File: src/rtl/cpu_defs_pkg.sv
// Shared definitions for the execute stage: opcodes, FSM states and immediate helpers.
package cpu_defs_pkg;

  localparam logic [4:0] OP_SLL   = 5'd1;
  localparam logic [4:0] OP_ADDI  = 5'd2;
  localparam logic [4:0] OP_MUL   = 5'd3;
  localparam logic [4:0] OP_MOVE  = 5'd4;
  localparam logic [4:0] OP_MOVEI = 5'd5;
  localparam logic [4:0] OP_ADD   = 5'd6;
  localparam logic [4:0] OP_LW    = 5'd9;
  localparam logic [4:0] OP_SW    = 5'd10;
  localparam logic [4:0] OP_HALT  = 5'd12;
  localparam logic [4:0] OP_MULI  = 5'd13;
  localparam logic [4:0] OP_JAL   = 5'd14;
  localparam logic [4:0] OP_ORI   = 5'd15;
  localparam logic [4:0] OP_LUI   = 5'd16;

  // Widest datapath the helpers cover; callers size-cast the result down to XLEN.
  localparam int MAX_XLEN = 64;

  typedef enum logic [1:0] {
    ST_IDLE,
    ST_MUL,
    ST_MEM,
    ST_HALT
  } state_t;

  function automatic logic [MAX_XLEN-1:0] sext16(input logic [15:0] v);
    return {{(MAX_XLEN-16){v[15]}}, v};
  endfunction

  function automatic logic [MAX_XLEN-1:0] zext16(input logic [15:0] v);
    return {{(MAX_XLEN-16){1'b0}}, v};
  endfunction

endpackage

File: src/rtl/execute_unit_iter_mul.sv
// Iterative shift-add multiplier: retires MUL_BITS multiplier bits per cycle and
// produces the low XLEN bits of a*b after XLEN/MUL_BITS steps.
module iter_mul #(
  parameter int XLEN     = 32,
  parameter int MUL_BITS = 1
) (
  input  logic            clock,
  input  logic            reset,
  input  logic            start,
  input  logic [XLEN-1:0] a,
  input  logic [XLEN-1:0] b,
  output logic            busy,
  output logic            done,
  output logic [XLEN-1:0] product
);

  localparam int STEPS = XLEN / MUL_BITS;
  localparam int CW    = (STEPS > 1) ? $clog2(STEPS) : 1;

  logic [CW-1:0]   step_cnt;
  logic [XLEN-1:0] acc;
  logic [XLEN-1:0] a_sh;
  logic [XLEN-1:0] b_sh;
  logic [XLEN-1:0] b_chunk;
  logic [XLEN-1:0] partial;

  // Low MUL_BITS of the remaining multiplier select how much of the shifted multiplicand to add.
  assign b_chunk = XLEN'(b_sh[MUL_BITS-1:0]);
  assign partial = a_sh * b_chunk;

  // The final step's sum is presented combinationally so the caller can capture it on the done cycle.
  assign product = acc + partial;
  assign done    = busy && (step_cnt == '0);

  // Load operands on start, then accumulate one chunk per cycle while counting steps down to zero.
  always_ff @(posedge clock) begin
    if (reset) begin
      busy     <= 1'b0;
      step_cnt <= '0;
      acc      <= '0;
      a_sh     <= '0;
      b_sh     <= '0;
    end else if (start) begin
      busy     <= 1'b1;
      step_cnt <= CW'(STEPS - 1);
      acc      <= '0;
      a_sh     <= a;
      b_sh     <= b;
    end else if (busy) begin
      acc  <= product;
      a_sh <= a_sh << MUL_BITS;
      b_sh <= b_sh >> MUL_BITS;
      if (step_cnt == '0) begin
        busy <= 1'b0;
      end else begin
        step_cnt <= step_cnt - CW'(1);
      end
    end
  end

endmodule

File: src/rtl/execute_unit.sv
// Execute stage: single-cycle ALU ops, iterative multiply, req/ack data-memory
// access, retired-instruction counting and halt.
module execute_unit
  import cpu_defs_pkg::*;
#(
  parameter int XLEN     = 32,
  parameter int REG_AW   = 5,
  parameter int MUL_BITS = 1,
  parameter int CNT_W    = 32
) (
  input  logic              clock,
  input  logic              reset,
  input  logic              in_valid,
  output logic              in_ready,
  input  logic [4:0]        in_op,
  input  logic [XLEN-1:0]   in_src1,
  input  logic [XLEN-1:0]   in_src2,
  input  logic [REG_AW-1:0] in_dst,
  input  logic [15:0]       in_imm,
  output logic              wb_valid,
  output logic [REG_AW-1:0] wb_dst,
  output logic [XLEN-1:0]   wb_data,
  output logic              dmem_req,
  output logic              dmem_we,
  output logic [XLEN-1:0]   dmem_addr,
  output logic [XLEN-1:0]   dmem_wdata,
  input  logic              dmem_ack,
  input  logic [XLEN-1:0]   dmem_rdata,
  output logic              halted,
  output logic [CNT_W-1:0]  instr_count
);

  state_t            state;
  logic [REG_AW-1:0] pend_dst;

  logic [XLEN-1:0]   imm_sext;
  logic [XLEN-1:0]   imm_zext;
  logic [XLEN-1:0]   alu_result;
  logic              alu_wb;
  logic              alu_counted;

  logic              mul_start;
  logic [XLEN-1:0]   mul_b;
  logic              mul_busy;
  logic              mul_done;
  logic [XLEN-1:0]   mul_product;

  assign in_ready = (state == ST_IDLE);

  assign imm_sext = XLEN'(sext16(in_imm));
  assign imm_zext = XLEN'(zext16(in_imm));

  // Multiplies start on the accept edge; a reset on that same edge wins inside the multiplier.
  assign mul_start = in_valid && in_ready && ((in_op == OP_MUL) || (in_op == OP_MULI));
  assign mul_b     = (in_op == OP_MULI) ? imm_sext : in_src2;

  iter_mul #(
    .XLEN     (XLEN),
    .MUL_BITS (MUL_BITS)
  ) u_mul (
    .clock   (clock),
    .reset   (reset),
    .start   (mul_start),
    .a       (in_src1),
    .b       (mul_b),
    .busy    (mul_busy),
    .done    (mul_done),
    .product (mul_product)
  );

  // Decode single-cycle results and whether they write back and count as retired work.
  always_comb begin
    alu_result  = '0;
    alu_wb      = 1'b0;
    alu_counted = 1'b0;
    case (in_op)
      OP_SLL: begin
        alu_result  = in_src2 << in_imm[4:0];
        alu_wb      = 1'b1;
        alu_counted = !((in_src2 == '0) && (in_imm == 16'd0));
      end
      OP_ADDI: begin
        alu_result  = in_src1 + imm_sext;
        alu_wb      = 1'b1;
        alu_counted = 1'b1;
      end
      OP_MOVE: begin
        alu_result  = in_src1;
        alu_wb      = 1'b1;
        alu_counted = 1'b1;
      end
      OP_MOVEI: begin
        alu_result  = imm_sext;
        alu_wb      = 1'b1;
        alu_counted = 1'b1;
      end
      OP_ADD: begin
        alu_result  = in_src1 + in_src2;
        alu_wb      = 1'b1;
        alu_counted = 1'b1;
      end
      OP_JAL: begin
        alu_result  = imm_zext;
        alu_wb      = 1'b1;
        alu_counted = 1'b1;
      end
      OP_ORI: begin
        alu_result  = in_src1 | imm_zext;
        alu_wb      = 1'b1;
        alu_counted = 1'b1;
      end
      OP_LUI: begin
        alu_result  = imm_zext << 16;
        alu_wb      = 1'b1;
        alu_counted = 1'b1;
      end
      OP_HALT: begin
        alu_counted = 1'b1;
      end
      default: begin
      end
    endcase
  end

  // Main FSM with registered writeback, memory port, halt flag and retired counter.
  always_ff @(posedge clock) begin
    if (reset) begin
      state       <= ST_IDLE;
      pend_dst    <= '0;
      wb_valid    <= 1'b0;
      wb_dst      <= '0;
      wb_data     <= '0;
      dmem_req    <= 1'b0;
      dmem_we     <= 1'b0;
      dmem_addr   <= '0;
      dmem_wdata  <= '0;
      halted      <= 1'b0;
      instr_count <= '0;
    end else begin
      wb_valid <= 1'b0;
      case (state)
        ST_IDLE: begin
          if (in_valid) begin
            if (alu_wb) begin
              wb_valid <= 1'b1;
              wb_dst   <= in_dst;
              wb_data  <= alu_result;
            end
            if (alu_counted) begin
              instr_count <= instr_count + CNT_W'(1);
            end
            case (in_op)
              OP_MUL, OP_MULI: begin
                state    <= ST_MUL;
                pend_dst <= in_dst;
              end
              OP_LW, OP_SW: begin
                state      <= ST_MEM;
                pend_dst   <= in_dst;
                dmem_req   <= 1'b1;
                dmem_we    <= (in_op == OP_SW);
                dmem_addr  <= in_src1 + imm_sext;
                dmem_wdata <= in_src2;
              end
              OP_HALT: begin
                state  <= ST_HALT;
                halted <= 1'b1;
              end
              default: begin
              end
            endcase
          end
        end
        ST_MUL: begin
          if (mul_done) begin
            state       <= ST_IDLE;
            wb_valid    <= 1'b1;
            wb_dst      <= pend_dst;
            wb_data     <= mul_product;
            instr_count <= instr_count + CNT_W'(1);
          end else if (!mul_busy) begin
            state <= ST_IDLE;
          end
        end
        ST_MEM: begin
          if (dmem_ack) begin
            state       <= ST_IDLE;
            dmem_req    <= 1'b0;
            instr_count <= instr_count + CNT_W'(1);
            if (!dmem_we) begin
              wb_valid <= 1'b1;
              wb_dst   <= pend_dst;
              wb_data  <= dmem_rdata;
            end
          end
        end
        ST_HALT: begin
        end
        default: begin
          state <= ST_IDLE;
        end
      endcase
    end
  end

endmodule

File: config.mk
export PLATFORM = sky130hd
export DESIGN_NAME = execute_unit
export DESIGN_NICKNAME = d
export VERILOG_FILES = /design/src/rtl/cpu_defs_pkg.sv /design/src/rtl/execute_unit_iter_mul.sv /design/src/rtl/execute_unit.sv
export SDC_FILE = /design/constraint.sdc
export NUM_CORES = 1
export LEC_CHECK = 0
export BUFFER_PORTS_ARGS = -buffer_cell sky130_fd_sc_hd__buf_2
export CAP_MARGIN = 20
export CELL_PAD_IN_SITES_DETAIL_PLACEMENT = 1
export CELL_PAD_IN_SITES_GLOBAL_PLACEMENT = 1
export CORE_MARGIN = 5
export CORE_UTILIZATION = 40
export CTS_BUF_LIST = sky130_fd_sc_hd__clkbuf_4
export CTS_CLUSTER_DIAMETER = 60
export DETAILED_ROUTE_END_ITERATION = 7
export GPL_TIMING_DRIVEN = 0
export PLACE_DENSITY_LB_ADDON = 0.1
export SYNTH_ARGS = -nofsm -noshare
export SYNTH_HDL_FRONTEND = slang
export SYNTH_SLANG_ARGS = --single-unit
export TNS_END_PERCENT = 30
File: constraint.sdc
create_clock -name clock -period 6.66 [get_ports clock]
set_input_delay 0 -clock clock [delete_from_list [all_inputs] [get_ports clock]]
set_output_delay 0 -clock clock [all_outputs]
set_load 0.01 [all_outputs]
==> flow_summary.ini <==
[clock_tree]
clock_path_buffers = 3
cts_tree = built
clock_latency_ns = 0.83
cts_root_buf = clkbuf_4
cts.sink_count = 246
ctsHtreeMaxLevel = 3
cts_setup_buffers = 0
clk_pin_slew_worst_paths_ns = 0.08
cts_buffers = 75

[timing]
hold_viol_final = 0
worstMarginPinSlew_ns = 1.24
rsz0062_at_grt = false
setup_viol = 0
max_freq_mhz = 200
finalSetupTns_ns = 0
finalMaxSlewViolations = 0
period_minus_slack_ns = 5.00
max-slew-margin-rel = 0.169
post-route-period-util = 0.750
fin_worst_skew_ns = 0.0573

[placed_design]
placed_cell_area_sq_um = 20900
dp_hpwl_mm = 77.3
place.gp.congestion = 1.05
place.port_buffers = 262
dp.cells = 3308

[yosys]
async_flop_share = 0
yosysSeqAreaShare = 0.262
ys.flop_type = dfxtp_1
synth.cell_area_sq_um = 18800
synth_edf_count = 0
yosys_warnings = 0
avgSynthCellArea_sq_um = 7.71
ys_types = 77
syn-num-nets = 2683
synthCells = 2438
yosys_register_bits = 246

[grt]
gr-usage-all-layers = 0.378
grt-ovfl-total = 0
grt_pass1_wl_mm = 146
grt_max_degree = 24
antenna_found_initial = 8
grt_pass1_vias = 22800

[detailed_routing]
drt_iter0_markers = 2089
route.vias.total = 22200
wire_per_inst_microns = 28.1
drc = 0
antenna_left = 0
drt_wl_total_mm = 100
via_per_inst = 6.24
first_pass_iters = 6

[layout]
seqCellArea_sq_um = 4920
drive_gt1_frac = 0.151
syn2layout_area_growth_pct = 22.9
stdcell_count = 3567
fin_nets = 3156
mostFrequentLayoutCells = nand2_1, buf_2, dfxtp_1
fill_cells = 5833
final_common_cell = nand2_1
multi_input_area_sq_um = 13000
design_area_sq_um = 23100

[worst_setup_path]
startpoint_type = primary input
max_stage_delay_ns = 0.57
worstPathRequired_ns = 7.37
path_cells = dlygate4sd3_1 -> buf_2 -> clkbuf_1 -> clkinv_1 -> clkbuf_1 -> clkbuf_1 -> ha_1 -> o21ai_1 -> o21ai_0 -> nand4b_1 -> nand4_1 -> o22ai_1 -> xnor2_1 -> o21ai_0 -> a21oi_1 -> o22ai_1 -> dlygate4sd3_1
cpMaxStageDelayCell = dlygate4sd3_1
crit_path_end_kind = flip-flop
rr_endpoint = wb_data[23]
worstRegToRegCells = 13
critPathMostFrequentCell = clkbuf_1
crit_end = wb_data[23]
path_buf_inv = 7
cp.depth = 17
crit_start = in_imm[2]
crit_family = buffers and inverters
arrival_ns = 5.70
rrSetupSlack_ns = 2.33
setup.worst_path.class = in -> reg
rr_startpoint = u_mul.b_sh[0]
critPathMaxFanout = 10

[die]
ios = 264
die_area_sq_um = 51500
die_w_microns = 227
core_area_sq_um = 46600
rows = 79
start_util = 0.404
die_y_microns = 227

[power_and_ir_drop]
leakage_nw = 9.33
power_density_nw_per_um2 = 184
vdd_drop_max_mv = 0.143

[outcome]
status = finished, final reports clean

[job]
max_cap_viol_count = 0

[worst_hold_path]
hold_path_depth = 6
hold_path_class = in -> reg
-- flip-flops by register name, indices dropped and copies added (netlist names) --
register and flops:
dmem_addr 32, dmem_req 1, dmem_wdata 32, dmem_we 1, halted 1, instr_count 32
pend_dst 5, state 2, u_mul.a_sh 32, u_mul.acc 32, u_mul.b_sh 32, u_mul.busy 1
u_mul.step_cnt 5, wb_data 32, wb_dst 5, wb_valid 1
-- synth_stat cells, types with 17 or more instances --
cell | n | area share
nand4_1 | 32 | 0.011
o31ai_1 | 17 | 0.0068
inv_1 | 68 | 0.014
a221oi_1 | 40 | 0.019
or3_1 | 29 | 0.0096
a31oi_1 | 25 | 0.0083
nor4_1 | 22 | 0.0073
xor2_1 | 43 | 0.020
and2_1 | 42 | 0.014
clkbuf_1 | 142 | 0.028
buf_2 | 19 | 0.0051
nor2_1 | 229 | 0.046
o21bai_1 | 19 | 0.0076
and3_1 | 17 | 0.0057
a21oi_1 | 227 | 0.060
dfxtp_1 | 246 | 0.26
a211oi_1 | 117 | 0.047
nor2b_1 | 26 | 0.0086
nand3_1 | 44 | 0.012
a311oi_1 | 19 | 0.0088
a21o_1 | 43 | 0.017
nand2b_1 | 18 | 0.0060
xnor2_1 | 62 | 0.029
o21ai_0 | 103 | 0.027
nor3_1 | 52 | 0.014
mux4_2 | 27 | 0.032
ha_1 | 116 | 0.077
nand2_1 | 309 | 0.062
mux2i_1 | 100 | 0.053
-- cell type report --
class,instances,area share
clock buffers,100,0.0325
repair buffers,396,0.115
inverters,71,0.0115
diodes,5,0.000541
plain buffers,168,0.0283
flip-flops and latches,246,0.213
clock inverters,21,0.00617
well taps,607,0.0328
multi-input cells,1953,0.561
-- power by group --
group	internal, mW	switching [mW]	total [mW]
sequential	1.52	0.0355	1.55
clock	0.770	0.738	1.51
combinational	0.400	0.789	1.19
total	2.69	1.56	4.25
-- metrics by stage --
step / hold slack (ns) / worst slack (ns) / util / power, mW
final: 0.0322 / 1.66 / 0.497 / 4.25
after global routing: 0.0365 / 1.59 / 0.497 / 4.41
after CTS: 0.00117 / 1.96 / 0.496 / 4.22
after detailed placement: 0.288 / 2.03 / 0.449 / 2.67
after global placement: 0.279 / 2.17 / 0.448 / 2.65
after floorplan: 0.136 / 3.58 / - / 2.20
-- worst min path at each step --
stage | from | slack [ns] | end
floorplan | in_src2[0] | 0.14 | dmem_wdata[0]
global placement | in_dst[2] | 0.28 | pend_dst[2]
detailed placement | in_dst[3] | 0.29 | pend_dst[3]
CTS | in_imm[3] | 0.001 | dmem_addr[4]
global route | in_imm[3] | 0.04 | dmem_addr[4]
finish | in_imm[3] | 0.03 | dmem_addr[4]
-- worst register-to-register path: stages, from the launching register on --
cell	delay, ns
dfxtp_1	0.51
clkbuf_1	0.32
and2_1	0.24
ha_1	0.28
a211oi_2	0.22
o21bai_1	0.14
a2111o_1	0.49
a211o_1	0.33
o21ai_2	0.23
o21ai_0	0.16
xnor2_1	0.24
a221oi_1	0.40
o22ai_1	0.11
dlygate4sd3_1	0.57
-- metal layers --
metal / GRT usage / vias up / routed length [microns]
met1: 0.483 / 10900 / 41300
met4: 0.202 / 8 / 6360
met3: 0.0891 / 291 / 8510
li1: - / 9955 / -
met5: 0 / - / 62
met2: 0.591 / 1056 / 44200
-- kinds of logic (layout without fill, tap and decap cells) --
group           count (synthesis)  in the layout  share of synthesized area
simple gates                  852            852                      0.209
compound gates                746            746                      0.263
flops                         246            246                      0.262
buf+inv                       239            756                     0.0490
mux                           131            131                     0.0879
fa+ha+maj                     119            119                     0.0804
xor+xnor                      105            105                     0.0489
other cells                     0              5                          0
-- repair_timing --
action / CTS / global route
hold buffers: 133 / 0
gates resized for setup: 0 / 0
hold endpoints to repair: 191 / 0
(Power assumes the default switching activity.)
